## config.mk

```make
export PLATFORM = sky130hd
export DESIGN_NAME = fizz_buzz_arbiter
export DESIGN_NICKNAME = d
export VERILOG_FILES = /design/src/rtl/fizz_buzz_pkg.sv /design/src/rtl/rr_arbiter.sv /design/src/rtl/fizz_buzz_arbiter.sv
export SDC_FILE = /design/constraint.sdc
export NUM_CORES = 1
export LEC_CHECK = 0
export CORE_MARGIN = 2
export CORE_UTILIZATION = 37
export CTS_CLUSTER_DIAMETER = 200
export CTS_CLUSTER_SIZE = 40
export DETAILED_ROUTE_END_ITERATION = 6
export HOLD_SLACK_MARGIN = 0.02
export PLACE_DENSITY = 0.78
export SYNTH_ARGS = -nofsm -noshare
export SYNTH_HDL_FRONTEND = slang
export SYNTH_HIERARCHICAL = 1
export SYNTH_SLANG_ARGS = --single-unit
```

## constraint.sdc

```tcl
create_clock -name CLK -period 3.7 [get_ports CLK]
set_input_delay 0.74 -clock CLK [delete_from_list [all_inputs] [get_ports CLK]]
set_output_delay 0.74 -clock CLK [all_outputs]
set_load 0.005 [all_outputs]
```

## src/rtl/fizz_buzz_pkg.sv

```systemverilog
// Shared definitions for the FIZZ_BUZZ arbiter slice: default data width,
// controller state encoding and FizzBuzz selector bit positions.
package fizz_buzz_pkg;

  localparam int unsigned DATA_W_DEF = 32;
  localparam int unsigned FB_W       = 3;

  // Selector bit positions on the generator's FIZZBUZZ output
  localparam int unsigned FIZZ     = 0;
  localparam int unsigned BUZZ     = 1;
  localparam int unsigned FIZZBUZZ = 2;

  typedef enum logic [1:0] {
    IDLE  = 2'd0,
    ISSUE = 2'd1,
    RUN   = 2'd2
  } state_t;

endpackage

```

## src/rtl/rr_arbiter.sv

```systemverilog
// Combinational round-robin arbiter: picks the first asserted request at or
// after ptr, wrapping modulo NUM_REQ.
//   req   - request vector
//   ptr   - highest-priority index for this search
//   grant - one-hot grant
//   idx   - binary index of the granted requester
//   any   - at least one request is asserted
module rr_arbiter #(
  parameter  int unsigned NUM_REQ = 4,
  localparam int unsigned ID_W    = $clog2(NUM_REQ)
) (
  input  logic [NUM_REQ-1:0] req,
  input  logic [ID_W-1:0]    ptr,
  output logic [NUM_REQ-1:0] grant,
  output logic [ID_W-1:0]    idx,
  output logic               any
);

  int unsigned pos;

  // Rotating priority search; the first hit wins
  always_comb begin
    grant = '0;
    idx   = '0;
    any   = 1'b0;
    pos   = 0;
    for (int unsigned k = 0; k < NUM_REQ; k++) begin
      pos = (32'(ptr) + k) % NUM_REQ;
      if (!any && req[pos]) begin
        any        = 1'b1;
        grant[pos] = 1'b1;
        idx        = ID_W'(pos);
      end
    end
  end

endmodule

```

## src/rtl/fizz_buzz_arbiter.sv

```systemverilog
// Shares one FIZZ_BUZZ generator between NUM_REQ requesters. Jobs are granted
// round-robin, loaded into the generator over its sink handshake, and the
// generator's output stream is forwarded tagged with the owner's ID.
//   CLK, RESET_n          - clock, async active-low reset
//   REQ_VALID/DATA/READY  - per-requester job request, max count, accept strobe
//   FB_SINK_*             - generator load handshake
//   FB_SOURCE_*           - generator output stream
//   OUT_*                 - tagged output stream, OUT_LAST marks job end
//   ERR_TIMEOUT           - one-cycle pulse on watchdog abort
//   BUSY                  - controller is not IDLE
module fizz_buzz_arbiter
  import fizz_buzz_pkg::*;
#(
  parameter  int unsigned NUM_REQ     = 4,
  parameter  int unsigned DATA_W      = DATA_W_DEF,
  parameter  int unsigned TIMEOUT_CYC = 64,
  localparam int unsigned ID_W        = $clog2(NUM_REQ)
) (
  input  logic                      CLK,
  input  logic                      RESET_n,
  input  logic [NUM_REQ-1:0]        REQ_VALID,
  input  logic [NUM_REQ*DATA_W-1:0] REQ_DATA,
  output logic [NUM_REQ-1:0]        REQ_READY,
  input  logic                      FB_SINK_READY,
  output logic                      FB_SINK_VALID,
  output logic [DATA_W-1:0]         FB_SINK_DATA,
  input  logic                      FB_SOURCE_VALID,
  input  logic [DATA_W-1:0]         FB_SOURCE_DATA,
  input  logic [FB_W-1:0]           FB_SOURCE_FIZZBUZZ,
  output logic                      OUT_VALID,
  output logic [ID_W-1:0]           OUT_ID,
  output logic [DATA_W-1:0]         OUT_DATA,
  output logic [FB_W-1:0]           OUT_FIZZBUZZ,
  output logic                      OUT_LAST,
  output logic                      ERR_TIMEOUT,
  output logic                      BUSY
);

  localparam int unsigned WD_W = $clog2(TIMEOUT_CYC);

  state_t              state_q, state_d;
  logic [ID_W-1:0]     ptr_q, id_q;
  logic [DATA_W-1:0]   count_q;
  logic [WD_W-1:0]     wd_q;

  logic [NUM_REQ-1:0]  gnt_onehot;
  logic [ID_W-1:0]     gnt_idx;
  logic                gnt_any;
  logic [DATA_W-1:0]   req_sel;
  logic [ID_W-1:0]     ptr_next;
  logic                accept;
  logic                src_match;
  logic                wd_expire;

  logic [NUM_REQ-1:0]  req_ready_c;
  logic                sink_valid_d;
  logic                out_valid_d;
  logic                out_last_d;
  logic                err_d;

  rr_arbiter #(.NUM_REQ(NUM_REQ)) u_rr (
    .req   (REQ_VALID),
    .ptr   (ptr_q),
    .grant (gnt_onehot),
    .idx   (gnt_idx),
    .any   (gnt_any)
  );

  assign req_sel   = REQ_DATA[32'(gnt_idx) * DATA_W +: DATA_W];
  assign ptr_next  = (gnt_idx == ID_W'(NUM_REQ - 1)) ? '0 : gnt_idx + ID_W'(1);
  assign accept    = (state_q == IDLE) && gnt_any;
  assign src_match = FB_SOURCE_VALID && (FB_SOURCE_DATA == count_q);
  // Abort on the idle cycle that would bring the watchdog to TIMEOUT_CYC-1
  assign wd_expire = (state_q == RUN) && !FB_SOURCE_VALID &&
                     (wd_q == WD_W'(TIMEOUT_CYC - 2));

  // State register
  always_ff @(posedge CLK or negedge RESET_n) begin
    if (!RESET_n) state_q <= IDLE;
    else          state_q <= state_d;
  end

  // Next-state logic
  always_comb begin
    state_d = state_q;
    unique case (state_q)
      IDLE:    if (gnt_any && (req_sel != '0)) state_d = ISSUE;
      ISSUE:   if (FB_SINK_READY) state_d = RUN;
      RUN:     if (src_match || wd_expire) state_d = IDLE;
      default: state_d = IDLE;
    endcase
  end

  // Output decode and next values of the registered outputs
  always_comb begin
    req_ready_c  = '0;
    sink_valid_d = 1'b0;
    out_valid_d  = 1'b0;
    out_last_d   = 1'b0;
    err_d        = 1'b0;
    if (state_q == IDLE) req_ready_c = gnt_onehot;
    sink_valid_d = (state_d == ISSUE);
    if (state_q == RUN) begin
      out_valid_d = FB_SOURCE_VALID;
      out_last_d  = src_match;
      err_d       = wd_expire;
    end
  end

  assign REQ_READY    = req_ready_c;
  assign FB_SINK_DATA = count_q;
  assign BUSY         = (state_q != IDLE);

  // Job capture, watchdog and forwarding registers
  always_ff @(posedge CLK or negedge RESET_n) begin
    if (!RESET_n) begin
      ptr_q         <= '0;
      id_q          <= '0;
      count_q       <= '0;
      wd_q          <= '0;
      FB_SINK_VALID <= 1'b0;
      OUT_VALID     <= 1'b0;
      OUT_ID        <= '0;
      OUT_DATA      <= '0;
      OUT_FIZZBUZZ  <= '0;
      OUT_LAST      <= 1'b0;
      ERR_TIMEOUT   <= 1'b0;
    end else begin
      if (accept) begin
        count_q <= req_sel;
        id_q    <= gnt_idx;
        ptr_q   <= ptr_next;
      end
      // Held at zero outside RUN, so entry to RUN always starts from zero
      if (state_q != RUN || FB_SOURCE_VALID) wd_q <= '0;
      else                                   wd_q <= wd_q + WD_W'(1);
      if (state_q == RUN && FB_SOURCE_VALID) begin
        OUT_ID       <= id_q;
        OUT_DATA     <= FB_SOURCE_DATA;
        OUT_FIZZBUZZ <= FB_SOURCE_FIZZBUZZ;
      end
      FB_SINK_VALID <= sink_valid_d;
      OUT_VALID     <= out_valid_d;
      OUT_LAST      <= out_last_d;
      ERR_TIMEOUT   <= err_d;
    end
  end

endmodule
```

==> results.py <==
metrics = {
    "yosys": {
        "ys_warn_count": 6,
        "synth_commonest_cells": "nand2_1 (111), dfrtp_1 (85), mux2_1 (37)",
        "synth_area_per_cell_um2": 11.6,
        "yosysMostFrequentCell": "nand2_1",
        "yosysTopAreaCell": "dfrtp_1",
        "ys.flop_type": "dfrtp_1",
        "synth_seq_cells": 85,
        "syn_area_mm2": 0.00485,
        "ys_seq_area_share_pct": 43.9,
        "synth_cells": 419,
        "syn_nets": 598,
        "async_reset_ff_share_pct": 100,
        "yosys-top-cells-area": "dfrtp_1 (44%), mux4_2 (16%), nand2_1 (8.6%), mux2_1 (8.6%), xnor2_1 (5.4%)",
        "yosys.area.top_type_share_pct": 43.9,
        "ys_types": 40,
        "synth-edff-count": 0,
    },
    "grt": {
        "grtUsageTotal_pct": 23.7,
        "grt.overflow.total": 0,
        "grt_pass1_wl_um": 25700,
        "grt_max_degree": 86,
        "grt_pass1_vias": 4751,
        "antenna_found_initial": 0,
    },
    "layout": {
        "synthToLayoutAreaGrowth_pct": 66.5,
        "diodes": 0,
        "nNetsFinal": 871,
        "layout-drive-gt1-share_pct": 13.6,
    },
    "critical_path": {
        "critical_path_class": "in2reg",
        "critPathArrivalTime_ps": 3700,
        "cp-start-kind": "input port",
        "critPathCaptureType": "register",
        "critPathMaxFanout": 34,
        "cp.required_ps": 3910,
    },
    "timing": {
        "fin_crit_ps": 3490,
        "finalClockSkew_ps": 4.08,
        "final.period_utilization_pct": 94.4,
        "setup_ws_ps": 206,
        "slew_viol_final": 0,
        "max_freq_mhz": 286,
        "slew_headroom_pct": 30.2,
        "worstMarginPinSlew_ps": 1050,
        "hold_violations": 0,
        "setup_viol": 0,
        "rsz0062_at_grt": "false",
    },
    "outcome": {
        "status": "completed",
    },
    "die": {
        "die_w_um": 118,
        "start_util_pct": 38.1,
        "rows": 41,
        "ios": 249,
        "core-area_mm2": 0.0127,
        "die-area_mm2": 0.0140,
        "die-height_um": 118,
    },
    "place": {
        "dpl.hpwl_um": 13500,
        "post-place-ws_ps": -337,
        "io_buffer_count": 248,
        "place_congestion": 0.828,
    },
    "drt": {
        "dr.pass1.iters": 5,
        "via_per_inst": 5.06,
        "drt-initial-drc-count": 284,
        "routed_wl_um": 16500,
        "wire_per_inst_um": 18.9,
        "vias": 4395,
        "ant_nets": 0,
        "route.detailed.drc": 0,
    },
    "cts": {
        "cts.root.buffer_cell": "clkbuf_16",
        "clk_pin_slew_ps": 60,
        "cts_tree": "done",
        "cts_buffer_depth": 2,
        "cts.htree.levels": 3,
        "clock_sinks": 85,
        "clk_latency_ps": 330,
        "cts_buffers": 9,
    },
    "power": {
        "combPwrFrac_pct": 61.9,
        "p_int_uw": 4550,
        "total_power_uw": 7130,
        "p_sw_uw": 2580,
        "p_clk_share_pct": 13.8,
        "seqPwrFrac_pct": 24.3,
        "switching_share_pct": 36.2,
        "ir_drop_uv": 657,
        "cellPowerDensity_mw_per_mm2": 883,
        "p_leak_uw": 0.00342,
    },
    "min_path": {
        "min_path_type": "reg2reg",
    },
    "run": {
        "cap_violations": 0,
    },
}
## flip-flops by register name, indices dropped and copies added (netlist names)
signal / cells
FB_SINK_DATA: 32
OUT_DATA: 32
wd_q: 6
OUT_FIZZBUZZ: 3
OUT_ID: 2
id_q: 2
ptr_q: 2
state_q: 2
ERR_TIMEOUT: 1
FB_SINK_VALID: 1
OUT_LAST: 1
OUT_VALID: 1
## logic make-up (layout without fill, tap and decap cells)
family          after synthesis  count (layout)  synth area share (%)
buf+inv                      30             308                  3.38
simple gates                160             160                  14.7
flops                        85              85                  43.9
fa+ha+maj                     8               8                  2.06
mux                          76              76                  26.1
xor+xnor                     36              36                  6.50
compound gates               24              24                  3.33
## power by group through the flow
stage               combinational [uW]  clock (uW)  sequential (uW)
global placement                  4300           0             1720
global route                      4780        1040             1790
finish                            4410         983             1730
floorplan                         2380           0             1690
detailed placement                4420           0             1750
CTS                               4440         996             1730
## what timing repair did
item	in CTS	in global routing
pin swaps	0	1
hold buffers	0	0
resized for setup	5	7
endpoints found under the setup margin	4	5
setup buffers	0	1
## cell type report
type                       instances  area [um^2]
fill                            1037         4650
timing repair buffer             284         2790
multi-input combinational        304         2580
sequential                        85         2130
clock buffer                      12          256
tap                              172          215
clock inverter                     4         70.1
inverter                           8         30.0
## cell usage in the layout (no fill, tap or decap), types with 2 or more instances in the layout
master / instances
xnor2_1: 30
clkdlybuf4s50_1: 239
o21ai_0: 6
nand2_1: 110
inv_1: 7
mux2_2: 2
xor2_1: 6
clkbuf_8: 2
clkbuf_16: 9
dlymetal6s2s_1: 4
mux4_2: 35
o21ai_1: 2
nand4_1: 9
buf_4: 34
a22oi_1: 8
and2_1: 5
clkinv_2: 2
nand2b_1: 3
nor4_1: 11
nor2_1: 10
bufinv_16: 2
ha_1: 7
nor3_1: 3
dfrtp_1: 85
dlygate4sd2_1: 4
nand3_1: 3
buf_12: 3
mux2_1: 37
## path summary, 6_finish.rpt
kind                              startpoint  slack (ps)      endpoint  depth (start not counted)
min in group asynchronous            RESET_n         590  OUT_DATA[23]                          1
worst max-delay path            REQ_VALID[2]         210    state_q[0]                         11
worst min register to register       id_q[0]         480       id_q[0]                          2
max in group asynchronous            RESET_n        2450       id_q[1]                          1
worst max register to register      ptr_q[0]         260    state_q[0]                         11
worst min-delay path                 id_q[0]         480       id_q[0]                          2
## per-layer routing
layer  vias up  share of wire, %  track usage, %
met5         -                 0               0
met4         0               1.2            5.73
met3        19               6.9            5.21
met2       201                51            42.2
met1      2136                41            29.3
li1       2039                 -               -
## stage by stage
step / cell area (um^2) / util (%) / hold slack, ps / TNS (ps) / std cells
finish: 8070 / 63.5 / 478 / 0 / 869
CTS: 8040 / 63.2 / 477 / 0 / 868
floorplan: 4850 / - / 439 / 0 / 419
detailed placement: 7730 / 60.7 / 462 / -1320 / 852
global placement: 7730 / 60.7 / 457 / -1100 / 852
global route: 8070 / 63.5 / 507 / 0 / 869
## critical path, cell delays in order
cell           delay [ps]
dlygate4sd2_1         280
mux4_2                490
buf_4                 190
o311ai_0              350
a32o_1                240
buf_12                220
mux4_2                350
nor4_1                330
nand4_1               190
o21ai_1               200
o21ai_0               120
Power figures use the tool's default switching activity.
